`config.mk`:
```
export PLATFORM = sky130hd
export DESIGN_NAME = brick_hit_handler
export DESIGN_NICKNAME = d
export VERILOG_FILES = /design/src/rtl/brick_hit_handler.sv
export SDC_FILE = /design/constraint.sdc
export NUM_CORES = 1
export LEC_CHECK = 0
export ABC_AREA = 1
export CORE_AREA = 3 3 85 87
export DETAILED_ROUTE_END_ITERATION = 10
export DIE_AREA = 0 0 88 90
export PLACE_DENSITY_LB_ADDON = 0.08
export SETUP_SLACK_MARGIN = 0.02
export SLEW_MARGIN = 10
export SYNTH_ARGS = -nofsm -noshare
export SYNTH_HDL_FRONTEND = slang
export SYNTH_SLANG_ARGS = --single-unit
```
`constraint.sdc`:
```
create_clock -name clk -period 2.6 [get_ports clk]
set_clock_uncertainty 0.05 [all_clocks]
set_input_delay 0.78 -clock clk [delete_from_list [all_inputs] [get_ports clk]]
set_output_delay 0.78 -clock clk [all_outputs]
set_load 0.01 [all_outputs]
```
`src/rtl/brick_hit_handler.sv`:
```
// -----------------------------------------------------------------------------
// brick_hit_handler
//   Read-modify-write controller sitting in front of brick_memory. It is the
//   only driver of the memory's coordinate, write-enable and write-data inputs.
//   - load_req sweeps the whole grid row-major, writing INIT_HEALTH to each cell
//     (one cell per cycle, GRID_W*GRID_H cycles).
//   - hit_req reads the struck cell, decrements a nonzero health and writes it
//     back, then pulses hit_done with hit_brick/destroyed.
//   - bricks_left counts live bricks; level_clear is set when a hit destroys
//     the last one and is cleared by the next load.
//
// Optional feature: define BRICK_SCORE_EN to add the 16-bit saturating
// 'score' output (+1 per brick hit, +4 extra when the brick is destroyed).
//
// Ports
//   clk, resetn           clock (rising edge), asynchronous active-low reset
//   load_req, hit_req     single-cycle request pulses, sampled only in IDLE
//   hit_x, hit_y          struck-cell coordinates, sampled with hit_req
//   mem_health            brick_memory read data (READ_LAT cycles after address)
//   mem_x, mem_y          brick_memory coordinates
//   mem_wren              brick_memory write enable (LOAD and WRITE only)
//   mem_health_out        brick_memory write data
//   busy                  high whenever the controller is not idle
//   hit_done              one-cycle pulse when a hit has been resolved
//   hit_brick, destroyed  hit result, valid with hit_done
//   bricks_left           live brick count
//   level_clear           sticky level-cleared flag
//   score                 (BRICK_SCORE_EN only) saturating score
// -----------------------------------------------------------------------------
module brick_hit_handler #(
    parameter int unsigned GRID_W      = 16,
    parameter int unsigned GRID_H      = 16,
    parameter int unsigned READ_LAT    = 2,
    parameter logic [1:0]  INIT_HEALTH = 2'd3
) (
    input  logic        clk,
    input  logic        resetn,
    input  logic        load_req,
    input  logic        hit_req,
    input  logic [9:0]  hit_x,
    input  logic [9:0]  hit_y,
    input  logic [1:0]  mem_health,
    output logic [9:0]  mem_x,
    output logic [9:0]  mem_y,
    output logic        mem_wren,
    output logic [1:0]  mem_health_out,
    output logic        busy,
    output logic        hit_done,
    output logic        hit_brick,
    output logic        destroyed,
    output logic [8:0]  bricks_left,
    output logic        level_clear
`ifdef BRICK_SCORE_EN
    ,
    output logic [15:0] score
`endif
);

    localparam logic [9:0] X_LAST   = 10'(GRID_W - 1);
    localparam logic [9:0] Y_LAST   = 10'(GRID_H - 1);
    localparam logic [8:0] TOTAL    = 9'(GRID_W * GRID_H);
    localparam logic [7:0] LAT_LAST = 8'(READ_LAT - 1);

    typedef enum logic [2:0] {
        IDLE,
        LOAD,
        READ,
        DECIDE,
        WRITE,
        DONE
    } state_t;

    state_t     state;
    logic [7:0] wait_cnt;
    logic [1:0] health_q;

`ifdef BRICK_SCORE_EN
    logic [16:0] score_sum;

    // In WRITE, mem_health_out holds the new health: zero means destroyed.
    always_comb begin
        score_sum = {1'b0, score} + ((mem_health_out == 2'd0) ? 17'd5 : 17'd1);
    end
`endif

    always_ff @(posedge clk or negedge resetn) begin
        if (!resetn) begin
            state          <= IDLE;
            wait_cnt       <= '0;
            health_q       <= '0;
            mem_x          <= '0;
            mem_y          <= '0;
            mem_wren       <= 1'b0;
            mem_health_out <= '0;
            busy           <= 1'b0;
            hit_done       <= 1'b0;
            hit_brick      <= 1'b0;
            destroyed      <= 1'b0;
            bricks_left    <= '0;
            level_clear    <= 1'b0;
`ifdef BRICK_SCORE_EN
            score          <= '0;
`endif
        end else begin
            hit_done <= 1'b0;
            case (state)
                IDLE: begin
                    if (load_req) begin
                        state          <= LOAD;
                        busy           <= 1'b1;
                        mem_x          <= '0;
                        mem_y          <= '0;
                        mem_wren       <= 1'b1;
                        mem_health_out <= INIT_HEALTH;
                        level_clear    <= 1'b0;
                    end else if (hit_req) begin
                        busy      <= 1'b1;
                        hit_brick <= 1'b0;
                        destroyed <= 1'b0;
                        if (hit_x > X_LAST || hit_y > Y_LAST) begin
                            // Off-grid: report a miss without touching memory.
                            state    <= DONE;
                            hit_done <= 1'b1;
                        end else begin
                            state    <= READ;
                            mem_x    <= hit_x;
                            mem_y    <= hit_y;
                            wait_cnt <= '0;
                        end
                    end
                end

                LOAD: begin
                    if (mem_x == X_LAST && mem_y == Y_LAST) begin
                        // Last cell written; coordinates hold on it while idle.
                        state       <= IDLE;
                        busy        <= 1'b0;
                        mem_wren    <= 1'b0;
                        bricks_left <= TOTAL;
                        level_clear <= 1'b0;
                    end else if (mem_x == X_LAST) begin
                        mem_x <= '0;
                        mem_y <= mem_y + 10'd1;
                    end else begin
                        mem_x <= mem_x + 10'd1;
                    end
                end

                READ: begin
                    if (wait_cnt == LAT_LAST) begin
                        state    <= DECIDE;
                        health_q <= mem_health;
                    end else begin
                        wait_cnt <= wait_cnt + 8'd1;
                    end
                end

                DECIDE: begin
                    if (health_q == 2'd0) begin
                        state    <= DONE;
                        hit_done <= 1'b1;
                    end else begin
                        state          <= WRITE;
                        mem_wren       <= 1'b1;
                        mem_health_out <= health_q - 2'd1;
                    end
                end

                WRITE: begin
                    state     <= DONE;
                    mem_wren  <= 1'b0;
                    hit_done  <= 1'b1;
                    hit_brick <= 1'b1;
                    if (mem_health_out == 2'd0) begin
                        destroyed <= 1'b1;
                        if (bricks_left != '0) begin
                            bricks_left <= bricks_left - 9'd1;
                        end
                        if (bricks_left == 9'd1) begin
                            level_clear <= 1'b1;
                        end
                    end
`ifdef BRICK_SCORE_EN
                    score <= score_sum[16] ? '1 : score_sum[15:0];
`endif
                end

                DONE: begin
                    state <= IDLE;
                    busy  <= 1'b0;
                end

                default: begin
                    state    <= IDLE;
                    busy     <= 1'b0;
                    mem_wren <= 1'b0;
                end
            endcase
        end
    end

endmodule

```
==> results of run 1 <==
## Yosys cell counts (3+ instances only)
cell / instances
sky130_fd_sc_hd__nand2_1: 173
sky130_fd_sc_hd__nor2_1: 56
sky130_fd_sc_hd__nand3_1: 55
sky130_fd_sc_hd__dfrtp_1: 50
sky130_fd_sc_hd__inv_1: 34
sky130_fd_sc_hd__o21ai_0: 21
sky130_fd_sc_hd__nand2_2: 11
sky130_fd_sc_hd__a21oi_1: 8
sky130_fd_sc_hd__ha_1: 8
sky130_fd_sc_hd__nand4_1: 7
sky130_fd_sc_hd__inv_2: 6
sky130_fd_sc_hd__xor2_1: 6
sky130_fd_sc_hd__buf_2: 4
sky130_fd_sc_hd__nand3b_1: 4
sky130_fd_sc_hd__nand3_4: 3
sky130_fd_sc_hd__nor2_4: 3
## layout make-up
class | count | area [um2]
repair buffers | 65 | 638
well taps | 77 | 96.3
flip-flops and latches | 50 | 1250
clock inverters | 3 | 21.3
multi-input cells | 379 | 1890
inverters | 41 | 155
clock buffers | 5 | 68.8
fillers | 606 | 2300
## state kept, by name, indices dropped and copies added, names as in the netlist
name	flops
mem_y	10
state	3
busy	1
mem_health_out	2
health_q	2
bricks_left	9
hit_brick	1
destroyed	1
wait_cnt	8
mem_wren	1
level_clear	1
hit_done	1
mem_x	10
## metal layers
layer | wire length (um) | GRT usage, % | vias to the layer above
met2 | 3880 | 34.5 | 68
li1 | - | - | 1658
met1 | 3560 | 28.2 | 1437
met3 | 395 | 3.38 | 4
met4 | 60 | 5.24 | 0
met5 | 0 | 0 | -
## path summary, 6_finish.rpt
kind	end	slack (ns)	cells past startpoint
setup / recovery	mem_y[4]	0.36	1
hold / removal	level_clear	0.44	2
setup reg to reg	level_clear	0.72	7
hold reg to reg	level_clear	0.44	2
max in group asynchronous	state[2]	1.38	2
min in group asynchronous	mem_y[2]	0.47	1
## through the flow
stage | area, um2 | instances
floorplan | 3340 | 477
global placement | 4030 | 612
detailed placement | 4030 | 612
CTS | 4120 | 620
global route | 4120 | 620
finish | 4120 | 620
## logic make-up after synthesis
group           share of synthesized area (%)
compound gates                           6.48
xor+xnor                                 2.10
fa+ha+maj                                3.00
buf+inv                                  6.00
flops                                    37.5
simple gates                             44.9
## power by group
group | internal (uW) | switching (uW) | total, uW
Combinational | 733 | 1040 | 1770
Clock | 190 | 277 | 467
Sequential | 956 | 249 | 1210
==> results.md, run 1 <==
Critical path:
- The startpoint identified for the worst register-to-register timing path is mem_x[0].
- In this run the worst path has a maximum fanout of 9.
- At the worst endpoint, the arrival time is 1.41 ns.
- The signal on the critical path passes through clkdlybuf4s50_1.
- The slowest library cell on the worst path is sky130_fd_sc_hd__clkdlybuf4s50_1.
- Data on the critical path is required at its endpoint by 1.77 ns.
- The critical path's top delay family is buffers and inverters.
- The setup path with the least slack is of type reg -> out.
- Counting both buffers and inverters, the worst setup path holds a total of 1.
- The beginning of the critical path is mem_y[4].
- The startpoint class of the critical path is a flip-flop.
- In this design, the stage delay of the slowest critical-path cell is 0.59 ns.
- The category of the worst setup path capture point is a primary output.

STA:
- The portion of the clock cycle consumed by the worst path in the final layout is 86.2%.
- Setup slack on the critical path of the routed design comes to 0.359 ns.
- The slew at the pin with the worst max-slew slack is 0.756 ns.
- The sum of negative setup slack is 0 ns.
- The relative slew slack is 49.6%.
- Setup violations remaining at the end of the flow were counted as 0.
- Setup repair after global routing left no endpoint under its margin.
- The worst hold slack is 0.440 ns.
- The final hold violation count came to 0.
- The number of slew-limit violations in the final report was 0.
- Based on the critical path, the design can be clocked at up to 446 MHz.
- For the finished layout, the period the worst path requires is 2.24 ns.

Clock tree:
- The number of buffers inserted during clock tree synthesis is 5.
- After clock tree synthesis, the clock-pin slew on the worst setup and hold paths is 0.10 ns.
- CTS placed an instance of sky130_fd_sc_hd__clkbuf_8 at the clock tree root.
- The TritonCTS clock tree is yes.
- In this run the post-CTS setup repair buffer count came out at 0.
- The maximum count of clock buffers along a single path is 2.
- After clock tree synthesis, the flow added hold-fix buffers numbering 0.
- The number of gates given a new drive strength after cts is 0.
- The depth of the CTS H-tree is 2.
- The clock latency on the worst-skew pair is 0.31 ns.
- The total clock sinks is 50.

Global route:
- The total global routing overflow is 0.
- Global routing used 20.9% of the available tracks across all layers.
- The via count of the first global-routing pass is 2890.
- The number of antenna violations at the first check in global routing was 0.
- The global-route wire length before repair is 13.4 mm.
- Entering global routing, the biggest net connects 34 pins.

Logic synthesis:
- In this run, synthesis produced a sequential element count of 50.
- The synthesized design spends more area on one cell type than any other, namely sky130_fd_sc_hd__dfrtp_1.
- For this run, asynchronously set or reset flops after synthesis account for 100%.
- The cell area after technology mapping is 0.00334 mm2.
- Yosys printed 0 warnings.
- The number of standard cells after synthesis is 477.
- The number of enable-type register cells in the synthesized netlist is 0.
- Summed over its instances, the top area cell type makes up 37.5% of the synthesized netlist area.
- For this run, the leading register cell type out of synthesis is sky130_fd_sc_hd__dfrtp_1.
- In the post-synthesis netlist, the biggest area contributors are sky130_fd_sc_hd__dfrtp_1 37%, sky130_fd_sc_hd__nand2_1 19%, sky130_fd_sc_hd__nand3_1 8.2%.
- The mean post-synth cell area is 7.00 um2.
- The synthesized net count is 511.
- The share of synthesized area occupied by flip-flops and latches is 37.5%.
- The distinct cell type count after synthesis is 37.

Drt:
- The count of nets left with antenna violations once routing finished came out at 0.
- The routed via count divided by cell count is 5.11.
- The total iterations of the first detailed-routing run is 4.
- The first-iteration detailed-routing DRC count is 143.
- The final wirelength is 7.90 mm.
- In the routed design, unresolved DRC markers number 0.
- The detail-routed net length per standard cell is 12.7 um.
- The final route contains 3167 vias.

Layout:
- The synthesis-to-layout area growth is 23.4%.
- The final cell utilization of the core is 64.1%.
- The fraction of final layout cells with drive strength greater than 1 is 8.84%.
- The repair_antennas step left the layout with diodes totalling 0.
- The top cell types in the final layout, fill and taps aside, are 173 x sky130_fd_sc_hd__nand2_1, 61 x sky130_fd_sc_hd__clkdlybuf4s50_1, 56 x sky130_fd_sc_hd__nor2_1.
- The final layout net count is 576.
- Leaving out fill and tap cells, the most frequent cell in the layout is sky130_fd_sc_hd__nand2_1.

Pwr:
- In this run the power density over the cells is 837 mW/mm2.
- In this run the static leakage power is 0.00208 uW.
- The design draws 3450 uW.
- The peak ir drop on the vdd network is 0.000428 V.

Run status:
- The flow ran to the end, and the final reports show no timing, DRC or antenna violations.

Floorplan:
- The floorplan step defined a die boundary enclosing 0.00792 mm2.
- After floorplanning, the core was sized to cover 0.00642 mm2.
- The number of ports placed on the die boundary is 63.
- The die is 88 um wide.
- From bottom edge to top edge, the die measures 90 um.
- The row count is 29.
- The initial utilization of the core area, before any placement, comes to 52.0%.

Placed design:
- The routability-driven placement congestion ratio is 0.822.
- Timing analysis after detailed placement gives a worst setup slack of 0.137 ns.
- The HPWL after detailed placement is 5.83 mm.
- The count of port buffers added during placement is 62.

Hold path:
- The startpoint identified for the worst hold timing path is level_clear.
- The type of the most critical hold path is reg -> reg.

Job:
- Across the run, the number of max-cap violations was 0.
Power figures use the tool's default switching activity.
==> inputs of run 2 (changes only) <==
--- a/config.mk
+++ b/config.mk
@@ -6,9 +6,10 @@
 export NUM_CORES = 1
 export LEC_CHECK = 0
 export ABC_AREA = 1
-export CORE_AREA = 3 3 85 87
+export CORE_AREA = 3 3 82 91
 export DETAILED_ROUTE_END_ITERATION = 10
-export DIE_AREA = 0 0 88 90
+export DIE_AREA = 0 0 85 94
+export DONT_BUFFER_PORTS = 1
 export PLACE_DENSITY_LB_ADDON = 0.08
 export SETUP_SLACK_MARGIN = 0.02
 export SLEW_MARGIN = 10
==> constraint.sdc (replaced) <==
create_clock -name clk -period 2.6 [get_ports clk]
set_clock_uncertainty 0.05 [all_clocks]
set_input_delay 0.78 -clock clk [delete_from_list [all_inputs] [get_ports clk]]
set_output_delay 0.78 -clock clk [all_outputs]
set_load 0.05 [all_outputs]
==> run 2 against run 1 <==
Net effect:
- sequential cell count unchanged
- critical endpoint is now bricks_left[6]
- count of clock-buffer cells in the layout increased by 2
- routed wire length increased by 0.34%
- power rose by 8.3%
- maximum frequency is 14% higher
- critical path type is now reg -> reg
- first-iteration DRC count grew 3.5%
- die area rose by 0.88%
- largest cell class unchanged
==> results.md, run 2 (synthesized netlist as in run 1, its figures left out) <==
Clock tree:
- The number of gates given a new drive strength after cts is 0.
- The clock latency on the worst-skew pair is 0.30 ns.
- The hold buffer count at CTS is 0.
- Clock tree synthesis selected as its root buffer the cell sky130_fd_sc_hd__clkbuf_8.
- The TritonCTS clock tree is yes.
- The maximum count of clock buffers along a single path is 2.
- The total clock sinks is 50.
- Buffers added to address setup during post-CTS repair amount to 0.
- The H-tree was split into 2 levels.
- In this run, CTS created clock tree buffers numbering 5.
- The clock transition at the registers of the reported paths is 0.10 ns.

Drt:
- The number of remaining DRC errors is 0.
- The routed layout has 3040 vias.
- For this run, the detailed router's first-pass iteration total came to 4.
- The detail-routed net length per standard cell is 13.7 um.
- The detailed router finished its first iteration with 148 violations.
- The remaining number of nets flagged by the antenna check after routing is 0.
- The final wirelength is 7.93 mm.
- The routed via count divided by cell count is 5.27.

STA:
- The routed design could run at a clock period as short as 1.97 ns.
- Setup repair after global routing left no endpoint under its margin.
- The sum of negative setup slack is 0 ns.
- Setup violations remaining at the end of the flow were counted as 0.
- The highest attainable clock frequency is 507 MHz.
- The worst path uses 75.8% of the clock period.
- The final hold violation count is 0.
- Across all hold checks on the routed design, the worst slack comes to 0.111 ns.
- The relative slew slack is 54.0%.
- The number of slew-limit violations in the final report was 0.
- The slew at the pin with the worst max-slew slack is 0.690 ns.

Placed design:
- The count of port buffers added during placement is 0.
- After legalization and detailed placement, the total HPWL measured 5.83 mm.
- The area of placed instances is 0.00352 mm2.
- Routability-driven placement finished with a final weighted congestion of 0.856.

Critical path:
- The buffer and inverter count on the worst path is 0.
- The slowest library cell on the worst path is sky130_fd_sc_hd__dfrtp_1.
- The setup slack of the worst register-to-register path is 0.63 ns.
- STA puts the critical path data arrival time at 2.16 ns.
- Along the worst path, the maximum fanout reaches 10.
- In this design, the largest share of critical-path delay is due to simple AND/OR/NAND/NOR gates.
- The worst setup path is of the reg -> reg kind.
- The delay contributed by the slowest stage of the critical path is 0.61 ns.
- The critical path goes through nor2_1 > nand3_2 > o21ai_4 > nand2_2 > nor2_4 > nand3_1 > nand2_1.
- The category of the worst setup path capture point is a flip-flop.
- The startpoint class of the critical path is a flip-flop.
- The required time at the endpoint of the critical path is 2.79 ns.

Layout:
- The final layout net count is 528.
- The largest registers in the layout are mem_x x10, mem_y x10, bricks_left x9.
- 0 antenna diodes ended up in the layout.
- Once layout is complete, the utilization of the core stands at 54.5%.
- The fraction of final layout cells with drive strength greater than 1 is 12.1%.
- The synthesis-to-layout area growth is 8.28%.
- Leaving out fill and tap cells, the most frequent cell in the layout is sky130_fd_sc_hd__nand2_1.
- In the layout the commonest cells are 173 x sky130_fd_sc_hd__nand2_1, 56 x sky130_fd_sc_hd__nor2_1, 55 x sky130_fd_sc_hd__nand3_1.
- Summing all non-filler instances in the final layout gives an area of 0.00361 mm2.

Pwr:
- Per report_power, the combinational group accounts for 48.6% of the total.
- Cell internal power was estimated by the tool at 1690 uW.
- Of the total power, the share spent switching nets is 54.7%.
- The peak ir drop on the vdd network is 0.000545 V.
- The power per cell area is 1030 mW/mm2.
- The clock network fraction of design power is 12.8%.
- The analysis attributes to net switching a power of 2040 uW.
- The sequential share of power is 38.6%.
- The cell leakage power is 0.00193 uW.

Job:
- Across the run, the number of max-cap violations was 0.

Global route:
- The first global-routing pass estimated 13.4 mm of wire.
- The maximum number of pins on one net before global-route repair is 51.
- The global routing usage summed across all routing layers is 20.7%.
- The via count of the first global-routing pass is 2831.
- The number of antenna violations at the first check in global routing is 0.
- The total global routing overflow is 0.

Floorplan:
- The die area is 0.00799 mm2.
- The placeable core region is 0.00663 mm2.
- The y dimension of the die is 94 um.
- The x dimension of the die is 85 um.
- The starting density of the core is 50.3%.
- The number of ports placed on the die boundary is 63.
- The row count is 31.

Run status:
- The run finished with clean final reports.

Hold path:
- The type of the most critical hold path is in -> async.
run 2: cell count changes in the layout (fill, tap and decap cells not counted):
cell	previous run	this run
sky130_fd_sc_hd__clkinvlp_4	1	0
sky130_fd_sc_hd__clkdlybuf4s50_1	61	0
sky130_fd_sc_hd__clkbuf_8	5	6
sky130_fd_sc_hd__clkbuf_1	0	1
sky130_fd_sc_hd__buf_2	1	0
sky130_fd_sc_hd__buf_4	3	17
sky130_fd_sc_hd__clkinv_4	1	0
run 2: path summary, 6_finish.rpt:
path / startpoint / endpoint / cells past startpoint
min in group clk: health_q[1] / health_q[1] / 2
setup / recovery: mem_x[9] / bricks_left[6] / 7
max in group asynchronous: resetn / state[0] / 0
hold reg to reg: health_q[1] / health_q[1] / 2
setup reg to reg: mem_x[9] / bricks_left[6] / 7
hold / removal: resetn / mem_y[6] / 0
run 2: routing by layer:
layer	wire length, um	vias up	GRT usage, %	part of all wire, %
met3	400	7	4.30	5.0
li1	-	1563	-	-
met4	70	0	4.88	0.88
met1	3520	1402	26.9	44
met5	0	-	0	0
met2	3940	68	35.4	50
run 2: power by group through the flow:
stage,Combinational [uW],Sequential (uW),Clock (uW)
after floorplan,1120,1710,0
after global placement,1790,1460,0
after detailed placement,1810,1460,0
after CTS,1820,1440,494
after global routing,2030,1470,526
final,1810,1440,478
run 2: final cells by class:
class / count / area (um2)
clock inverters: 1 / 5.00
inverters: 41 / 155
fillers: 662 / 3020
repair buffers: 17 / 128
clock buffers: 7 / 86.3
flip-flops and latches: 50 / 1250
well taps: 82 / 103
multi-input cells: 379 / 1890
run 2: worst register-to-register path, cell delays in order (launching register included):
cell                      delay (ns)
sky130_fd_sc_hd__dfrtp_1        0.61
sky130_fd_sc_hd__nor2_1         0.23
sky130_fd_sc_hd__nand3_2        0.14
sky130_fd_sc_hd__o21ai_4        0.28
sky130_fd_sc_hd__nand2_2        0.15
sky130_fd_sc_hd__nor2_4         0.26
sky130_fd_sc_hd__nand3_1        0.13
sky130_fd_sc_hd__nand2_1        0.08
run 2: per-stage QoR:
step,instances,total power [uW],setup slack [ns]
after floorplan,477,2830,0.665
after global placement,569,3240,0.561
after detailed placement,569,3270,0.528
after CTS,577,3760,0.635
after global routing,577,4020,0.364
final,577,3730,0.629
